### config.mk
export PLATFORM = sky130hd
export DESIGN_NAME = load_store_unit
export DESIGN_NICKNAME = d
export VERILOG_FILES = /design/src/rtl/load_store_unit.sv
export SDC_FILE = /design/constraint.sdc
export NUM_CORES = 1
export LEC_CHECK = 0
export ABC_AREA = 1
export CORE_MARGIN = 3
export CORE_UTILIZATION = 40
export DETAILED_ROUTE_END_ITERATION = 7
export PLACE_DENSITY = 0.65
export SLEW_MARGIN = 30
export SYNTH_ARGS = -nofsm -noshare
export SYNTH_HDL_FRONTEND = slang
export SYNTH_SLANG_ARGS = --single-unit
### constraint.sdc
create_clock -name clk -period 3.75 [get_ports clk]
set_input_delay 0.375 -clock clk [delete_from_list [all_inputs] [get_ports clk]]
set_output_delay 0.375 -clock clk [all_outputs]
set_load 0.01 [all_outputs]
### src/rtl/load_store_unit.sv
// ---------------------------------------------------------------------------
// load_store_unit
//
// Initiator side of the word-addressed data-memory interface. Takes one
// load/store request at a time from the MEM stage, performs byte/halfword
// loads with sign or zero extension, and implements sub-word stores as a
// read-modify-write of the containing word. Misaligned and out-of-range
// requests complete immediately with a fault flag and touch no memory.
// Byte order inside a word is big-endian (byte offset 0 = bits [31:24]).
//
// Ports
//   clk          system clock, rising edge
//   rst_n        asynchronous active-low reset
//   start        request strobe, sampled only in IDLE
//   op           0=LB 1=LH 2=LW 3=LBU 4=LHU 5=SB 6=SH 7=SW
//   addr         byte address
//   store_data   store source, byte/half taken from the LSBs
//   busy         high while a memory access is in flight (READ/WRITE)
//   done         one-cycle completion pulse
//   load_result  extended load data, held until the next load completes
//   misaligned   alignment fault, valid with done
//   range_fault  address >= ADDR_LIMIT, valid with done
//   mem_read     memory read strobe
//   mem_write    memory write strobe
//   mem_addr     word-aligned memory address
//   mem_wdata    memory write data
//   mem_rdata    memory read data, combinational from mem_addr
// ---------------------------------------------------------------------------
//
// state   | meaning
// --------+-----------------------------------------------------------------
// S_IDLE  | waiting for start; request and fault decode latched on accept
// S_READ  | mem_read for one cycle; load extracted or sub-word merged
// S_WRITE | mem_write for one cycle with merged word or full store word
// S_DONE  | done pulse with fault flags; start ignored
//
module load_store_unit #(
    parameter logic [31:0] ADDR_LIMIT = 32'h0000_4000
) (
    input  logic        clk,
    input  logic        rst_n,
    input  logic        start,
    input  logic [2:0]  op,
    input  logic [31:0] addr,
    input  logic [31:0] store_data,
    output logic        busy,
    output logic        done,
    output logic [31:0] load_result,
    output logic        misaligned,
    output logic        range_fault,
    output logic        mem_read,
    output logic        mem_write,
    output logic [31:0] mem_addr,
    output logic [31:0] mem_wdata,
    input  logic [31:0] mem_rdata
);

    localparam logic [2:0] OP_LB  = 3'd0;
    localparam logic [2:0] OP_LH  = 3'd1;
    localparam logic [2:0] OP_LW  = 3'd2;
    localparam logic [2:0] OP_LBU = 3'd3;
    localparam logic [2:0] OP_LHU = 3'd4;
    localparam logic [2:0] OP_SB  = 3'd5;
    localparam logic [2:0] OP_SH  = 3'd6;
    localparam logic [2:0] OP_SW  = 3'd7;

    typedef enum logic [1:0] {
        S_IDLE  = 2'd0,
        S_READ  = 2'd1,
        S_WRITE = 2'd2,
        S_DONE  = 2'd3
    } state_t;

    state_t      state_q;
    state_t      state_d;

    logic [2:0]  op_q;
    logic [31:0] addr_q;
    logic [31:0] data_q;
    logic [31:0] merge_q;
    logic [31:0] load_result_q;
    logic        mis_q;
    logic        rf_q;

    logic        req_mis;
    logic        req_rf;

    // ------------------------------------------------------------------
    // Helpers
    // ------------------------------------------------------------------
    function automatic logic is_half(input logic [2:0] o);
        is_half = (o == OP_LH) || (o == OP_LHU) || (o == OP_SH);
    endfunction

    function automatic logic is_word(input logic [2:0] o);
        is_word = (o == OP_LW) || (o == OP_SW);
    endfunction

    function automatic logic is_store(input logic [2:0] o);
        is_store = (o == OP_SB) || (o == OP_SH) || (o == OP_SW);
    endfunction

    // Pick the addressed byte/half out of the word and extend it.
    function automatic logic [31:0] extend_load(input logic [31:0] word,
                                                input logic [2:0]  o,
                                                input logic [1:0]  off);
        logic [7:0]  b;
        logic [15:0] h;
        b = 8'h00;
        case (off)
            2'd0: b = word[31:24];
            2'd1: b = word[23:16];
            2'd2: b = word[15:8];
            2'd3: b = word[7:0];
            default: b = 8'h00;
        endcase
        h = off[1] ? word[15:0] : word[31:16];
        case (o)
            OP_LB:   extend_load = {{24{b[7]}}, b};
            OP_LBU:  extend_load = {24'h000000, b};
            OP_LH:   extend_load = {{16{h[15]}}, h};
            OP_LHU:  extend_load = {16'h0000, h};
            default: extend_load = word;
        endcase
    endfunction

    // Insert the byte/half of the store source into the word just read.
    function automatic logic [31:0] merge_word(input logic [31:0] word,
                                               input logic [2:0]  o,
                                               input logic [1:0]  off,
                                               input logic [31:0] data);
        merge_word = word;
        if (o == OP_SB) begin
            case (off)
                2'd0: merge_word[31:24] = data[7:0];
                2'd1: merge_word[23:16] = data[7:0];
                2'd2: merge_word[15:8]  = data[7:0];
                2'd3: merge_word[7:0]   = data[7:0];
                default: merge_word = word;
            endcase
        end else begin
            if (off[1]) begin
                merge_word[15:0] = data[15:0];
            end else begin
                merge_word[31:16] = data[15:0];
            end
        end
    endfunction

    // ------------------------------------------------------------------
    // Fault decode on the incoming request; misalignment wins over range.
    // ------------------------------------------------------------------
    always_comb begin
        req_mis = (is_half(op) && addr[0]) ||
                  (is_word(op) && (addr[1:0] != 2'b00));
        req_rf  = (addr >= ADDR_LIMIT);
    end

    // ------------------------------------------------------------------
    // State register
    // ------------------------------------------------------------------
    always_ff @(posedge clk or negedge rst_n) begin
        if (!rst_n) begin
            state_q <= S_IDLE;
        end else begin
            state_q <= state_d;
        end
    end

    // ------------------------------------------------------------------
    // Next-state logic
    // ------------------------------------------------------------------
    always_comb begin
        state_d = state_q;
        case (state_q)
            S_IDLE: begin
                if (start) begin
                    if (req_mis || req_rf) begin
                        state_d = S_DONE;
                    end else if (op == OP_SW) begin
                        state_d = S_WRITE;
                    end else begin
                        state_d = S_READ;
                    end
                end
            end
            S_READ:  state_d = is_store(op_q) ? S_WRITE : S_DONE;
            S_WRITE: state_d = S_DONE;
            S_DONE:  state_d = S_IDLE;
            default: state_d = S_IDLE;
        endcase
    end

    // ------------------------------------------------------------------
    // Outputs decoded from state, so strobes fall with rst_n directly.
    // ------------------------------------------------------------------
    always_comb begin
        mem_read    = (state_q == S_READ);
        mem_write   = (state_q == S_WRITE);
        busy        = (state_q == S_READ) || (state_q == S_WRITE);
        done        = (state_q == S_DONE);
        misaligned  = (state_q == S_DONE) && mis_q;
        range_fault = (state_q == S_DONE) && rf_q;
    end

    // ------------------------------------------------------------------
    // Request latch and datapath
    // ------------------------------------------------------------------
    always_ff @(posedge clk or negedge rst_n) begin
        if (!rst_n) begin
            op_q          <= OP_LB;
            addr_q        <= 32'h0000_0000;
            data_q        <= 32'h0000_0000;
            merge_q       <= 32'h0000_0000;
            load_result_q <= 32'h0000_0000;
            mis_q         <= 1'b0;
            rf_q          <= 1'b0;
        end else begin
            case (state_q)
                S_IDLE: begin
                    if (start) begin
                        op_q   <= op;
                        addr_q <= addr;
                        data_q <= store_data;
                        mis_q  <= req_mis;
                        rf_q   <= req_rf && !req_mis;
                    end
                end
                S_READ: begin
                    if (is_store(op_q)) begin
                        merge_q <= merge_word(mem_rdata, op_q, addr_q[1:0], data_q);
                    end else begin
                        load_result_q <= extend_load(mem_rdata, op_q, addr_q[1:0]);
                    end
                end
                default: ;
            endcase
        end
    end

    assign load_result = load_result_q;
    assign mem_addr    = {addr_q[31:2], 2'b00};
    // SW skips the read, so its write data is the latched source word.
    assign mem_wdata   = (op_q == OP_SW) ? data_q : merge_q;

endmodule

-- Yosys cells after proc, flatten, opt, wreduce, memory -nomap -nowiden
Index checks and enable logic that the tools add are counted.
- register bits: 135
- latch bits: 0
- bits in writable memories: 0
- ROM bits: 0
- input bits: 102
- output and inout bits: 102
- logic and storage cells: 65
- memories: 0
- add/subtract/negate cells: 0
- $mul: 0
- div/mod/pow operators: 0
- $lt $le $gt $ge: 1
- equality and inequality tests: 18
- shifts and indexed selects: 0
- muxes and demuxes: 16
- bitwise operators: 1
- reduce and logical (&&, ||, !) cells: 21
- operators by type and width (kind ; number):
    one-hot mux 32 bit (4 select lines) ; 1
    2-to-1 mux 32 bit ; 2
    2-to-1 mux 16 bit ; 3
    greater-or-equal comparator 32 x 15 -> 1 bit (second input constant) ; 1
    2-to-1 mux 8 bit ; 4
    one-hot mux 8 bit (4 select lines) ; 1
    equality test 3 bit (second input constant) ; 7
    equality test 2 bit (second input constant) ; 4
    logical OR 1 bit ; 8
    one-hot mux 2 bit (4 select lines) ; 1
    equality test 3 x 1 -> 1 bit (second input constant) ; 2
    equality test 3 x 2 -> 1 bit (second input constant) ; 2
    2-to-1 mux 2 bit ; 3
    AND reduction 2 bit ; 3
    logical AND 1 bit ; 5
    equality test 2 x 1 -> 1 bit (second input constant) ; 2
    zero test 2 bit ; 2
    zero test 3 bit ; 1
    inequality test 2 bit (second input constant) ; 1
    nonzero test 2 bit ; 1
    zero test 1 bit ; 1
    2-to-1 mux 1 bit ; 1
    NOT 1 bit ; 1

-- Logic depth before layout (Yosys ltp)
Gate-level depths: netlist (run 1).
- word-level depth: 9
- gate-level depth with buffers: 10
- depth with buffers taken out: 9

-- Worst setup path before layout (run 1)
OpenSTA, ideal clock, no wires.
- path type: register to register
- from: register state_q[0]
- to: register addr_q[1]
- setup time: 0.137 ns
- data arrival time: 1.514 ns
- data required time: 3.613 ns
- path slack: 2.100 ns
- cell stages (with the launch flop): 8
- buffers on the path: 2
- clock period less this slack: 1.650 ns
- path through: dfrtp_1 inv_1 ha_1 nand2_1 inv_1 clkbuf_1 clkbuf_1 o21ai_0
- longest elaborated chain between the ends: 2
- RTL lines (item ; line ; RTL):
    start: declaration ; 74 ; state_t state_q;
    start signal: assignment ; 166 ; state_q <= state_d;
    zero test 2 bit ; 219 ; case (state_q)
    AND reduction 2 bit (no source line) ; - ;
    end signal: assignment ; 223 ; addr_q <= addr;
    end: declaration ; 78 ; logic [31:0] addr_q;
No other way between the ends.
A chain may end at the register's enable or synchronous reset.

-- Final worst setup path (run 1)
- from: register op_q[0]
- to: output port mem_wdata[2]
- longest elaborated chain between the ends: 2
- RTL lines (item ; line ; RTL):
    start: declaration ; 77 ; logic [2:0] op_q;
    start signal: assignment ; 222 ; op_q <= op;
    equality test 3 bit ; 244 ; assign mem_wdata = (op_q == OP_SW) ? data_q : merge_q;
    2-to-1 mux 32 bit ; 244 ;
    end: declaration ; 54 ; output logic [31:0] mem_wdata,
No other way between the ends.

==> results of run 1 <==
[metal layers]
layer,share of wire (%),vias up
met5,0.054,-
met4,2.7,2
met3,8.2,41
met2,44,278
met1,45,3317
li1,-,3621
[synthesized netlist by cell type]
cell type  count  share of area, %
nand2_1      333                16
o21ai_0      137               9.0
dfrtp_1      135                44
inv_1        113               5.6
nor2_1        64               3.2
o211ai_1      62               6.1
a21oi_1       43               2.8
clkbuf_1      39               1.9
buf_4         33               3.2
nand3_1       27               1.8
buf_2         20               1.3
o21bai_1      16               1.6
o21ai_1        7              0.46
ha_1           5              0.82
inv_2          4              0.20
nand4_1        4              0.33
nand2_2        2              0.16
nor2_4         2              0.30
a21oi_4        1              0.21
conb_1         1             0.049
nor3_4         1              0.21
o21ai_2        1              0.11
[worst max-delay path, cell delays in order (launching register included)]
cell and delay (ns):
dfrtp_1 0.51, nand3_2 0.67, buf_4 0.47, o21ai_0 0.19, clkdlybuf4s50_1 0.58
[cell type report]
type	count	area (sq um)	share of cell area (%)
sequential	135	3380	33.5
multi-input combinational	707	3330	33.0
timing repair buffer	211	2090	20.7
inverter	117	442	4.38
clock buffer	18	439	4.35
tap	229	287	2.84
clock inverter	13	123	1.22
[final timing paths]
check | from | to | slack, ns | cells after the start
max reg2reg | op_q[1] | merge_q[31] | 1.45 | 5
min | rst_n | data_q[10] | 0.02 | 1
min reg2reg | load_result[9] | load_result[9] | 0.47 | 2
min in group clk | load_result[9] | load_result[9] | 0.47 | 2
max in group asynchronous | rst_n | data_q[27] | 2.90 | 2
max | op_q[0] | mem_wdata[2] | 0.53 | 4
[stage by stage]
stage / utilization, % / hold slack (ns) / setup WS [ns] / instance area (sq um) / total power [mW]
3_3_place_gp: 52.0 / 0.462 / 1.09 / 9520 / 7.08
5_1_grt: 55.0 / 0.0907 / 0.275 / 10100 / 9.49
4_1_cts: 55.0 / 0.0866 / 0.491 / 10100 / 8.81
6_report: 55.0 / 0.0235 / 0.533 / 10100 / 8.74
2_1_floorplan: - / 0.0794 / 2.10 / 7630 / 5.39
3_5_place_dp: 52.0 / 0.465 / 0.951 / 9530 / 7.13
[sequential cells by signal, summed over array words and instances (netlist names)]
name / count
rf_q: 1
op_q: 3
data_q: 32
merge_q: 32
addr_q: 32
mis_q: 1
state_q: 2
load_result: 32
[power groups by stage]
stage	clock, mW	sequential [mW]	combinational [mW]
floorplan	0	2.57	2.82
detailed placement	0	2.61	4.52
CTS	1.64	2.61	4.55
global route	1.70	2.69	5.11
finish	1.61	2.61	4.53
global placement	0	2.62	4.46
[cells by family (layout without fill, tap and decap cells)]
| kind of cell | after synthesis | in the layout | share of synthesized area [%] |
|---|---|---|---|
| fa+ha+maj | 5 | 5 | 0.820 |
| buf+inv | 209 | 359 | 12.2 |
| flops | 135 | 135 | 44.3 |
| compound gates | 267 | 267 | 20.3 |
| other cells | 1 | 2 | 0.0492 |
| simple gates | 433 | 433 | 22.3 |
==> results by group, run 1 <==
Clock network
  – Cts repair resizes: 0
  – CTS tree: done
  – Post-CTS Hold Fix Bufs: 0
  – Worst-skew pair later-pin latency: 0.42 ns
  – H-Tree Depth: 4
  – CTS Root Cell: clkbuf_16
  – TritonCTS Buffers: 17
  – CTS Buffer Depth: 2
  – Clk slew on worst S/H paths: 0.06 ns
  – Clock sinks: 135
  – # Post-CTS Setup Buffers: 0

GRT
  – Grt met1 use: 32.4%
  – Routing usage on met3: 7.28%
  – Grt met2 use: 35.8%
  – Largest net degree at the start of global routing: 97
  – First-pass GRT wire length: 38,100 um
  – Total GRT Usage: 23.7%
  – Antenna violations before repair: 1
  – GRT Residual Overflow: 0
  – Vias in the first global route: 6,916
  – Most Crowded Layer GR: met2

Route
  – Vias: 7,259
  – Post-route antenna net violation count: 0
  – DRT Pass-1 Iters: 5
  – Remaining DRCs: 0
  – DR vias/cell: 5.08
  – Drt wl/cell: 16.8 um
  – WL final: 24,000 um
  – Initial DRC count: 528

Final layout
  – Layout area overhead: 32.3%
  – Commonest non-fill, non-tap cell in the layout: nand2_1
  – Diodes inserted: 0
  – Layout cells sized above 1: 4.91%
  – Most frequent cells in the layout: 332 x nand2_1, 200 x clkdlybuf4s50_1, 137 x o21ai_0, 134 x dfrtp_1, 111 x inv_1
  – Filler cell count: 1,749
  – Final nets: 1,296
  – Final Non-Filler Cells: 1,430

Die
  – Die area: 20,800 sq um
  – Chip height: 144 um
  – IO Count: 204
  – Initial Utilization: 41.6%
  – Core region area: 18,300 sq um
  – Core Rows: 49
  – Die X: 144 um

Logic synthesis
  – Distinct cell type count after synthesis: 22
  – Synthesized cell area: 7630 sq um
  – FF+latch count, synth: 135
  – Mapped Cells: 1,050
  – Sequential-to-total area share from yosys stat: 44.3%
  – Synthesized area per cell: 7.26 sq um
  – Ys Warns: 0

Place
  – I/O Buffers: 201
  – Placed Instances: 1,399
  – Final HPWL DP: 16,900 um
  – Routability-driven placement congestion ratio: 0.881

Timing
  – Clock period minus worst slack: 3.22 ns
  – Worst slew margin: 44.0%
  – Fmax: 311 MHz
  – RSZ-0062 raised after global routing: no
  – Fin. Hold Viols: 0
  – Slew Limit Fails: 0
  – Skew final: 0.00671 ns
  – Tightest Pin Transition: 0.839 ns
  – Setup_tns: 0 ns
  – Final setup viols: 0
  – Final period util: 85.8%

Pwr
  – PwrDens: 866 nW/um^2
  – Gate power share: 51.8%
  – Switching share of power: 42.0%
  – Clock share of power: 18.4%
  – Psw: 3.68 mW
  – Sequential power share: 29.8%
  – Int Pwr: 5.07 mW
  – LEAKAGE: 4.74 nW
  – Peak VDD IR: 0.000481 V

Critical path
  – Worst path required time: 3.38 ns
  – CP arrival: 2.84 ns
  – Crit. End Element: output port
  – Type of origin of the critical path: flip-flop
  – CP max FO: 39
  – Kind of critical path: reg2out

Outcome
  – Outcome: completed

Job
  – Maxcap violations: 0

Hold path
  – Worst min path class: in2async
Note: power is estimated with default switching activity, not from simulation.
==> run 2, diff against run 1 <==
SKIP_LAST_GASP = 1   (was not set)
==> results of run 2 <==
Same layout as run 1: the final DEF is identical, and so are final timing and power.
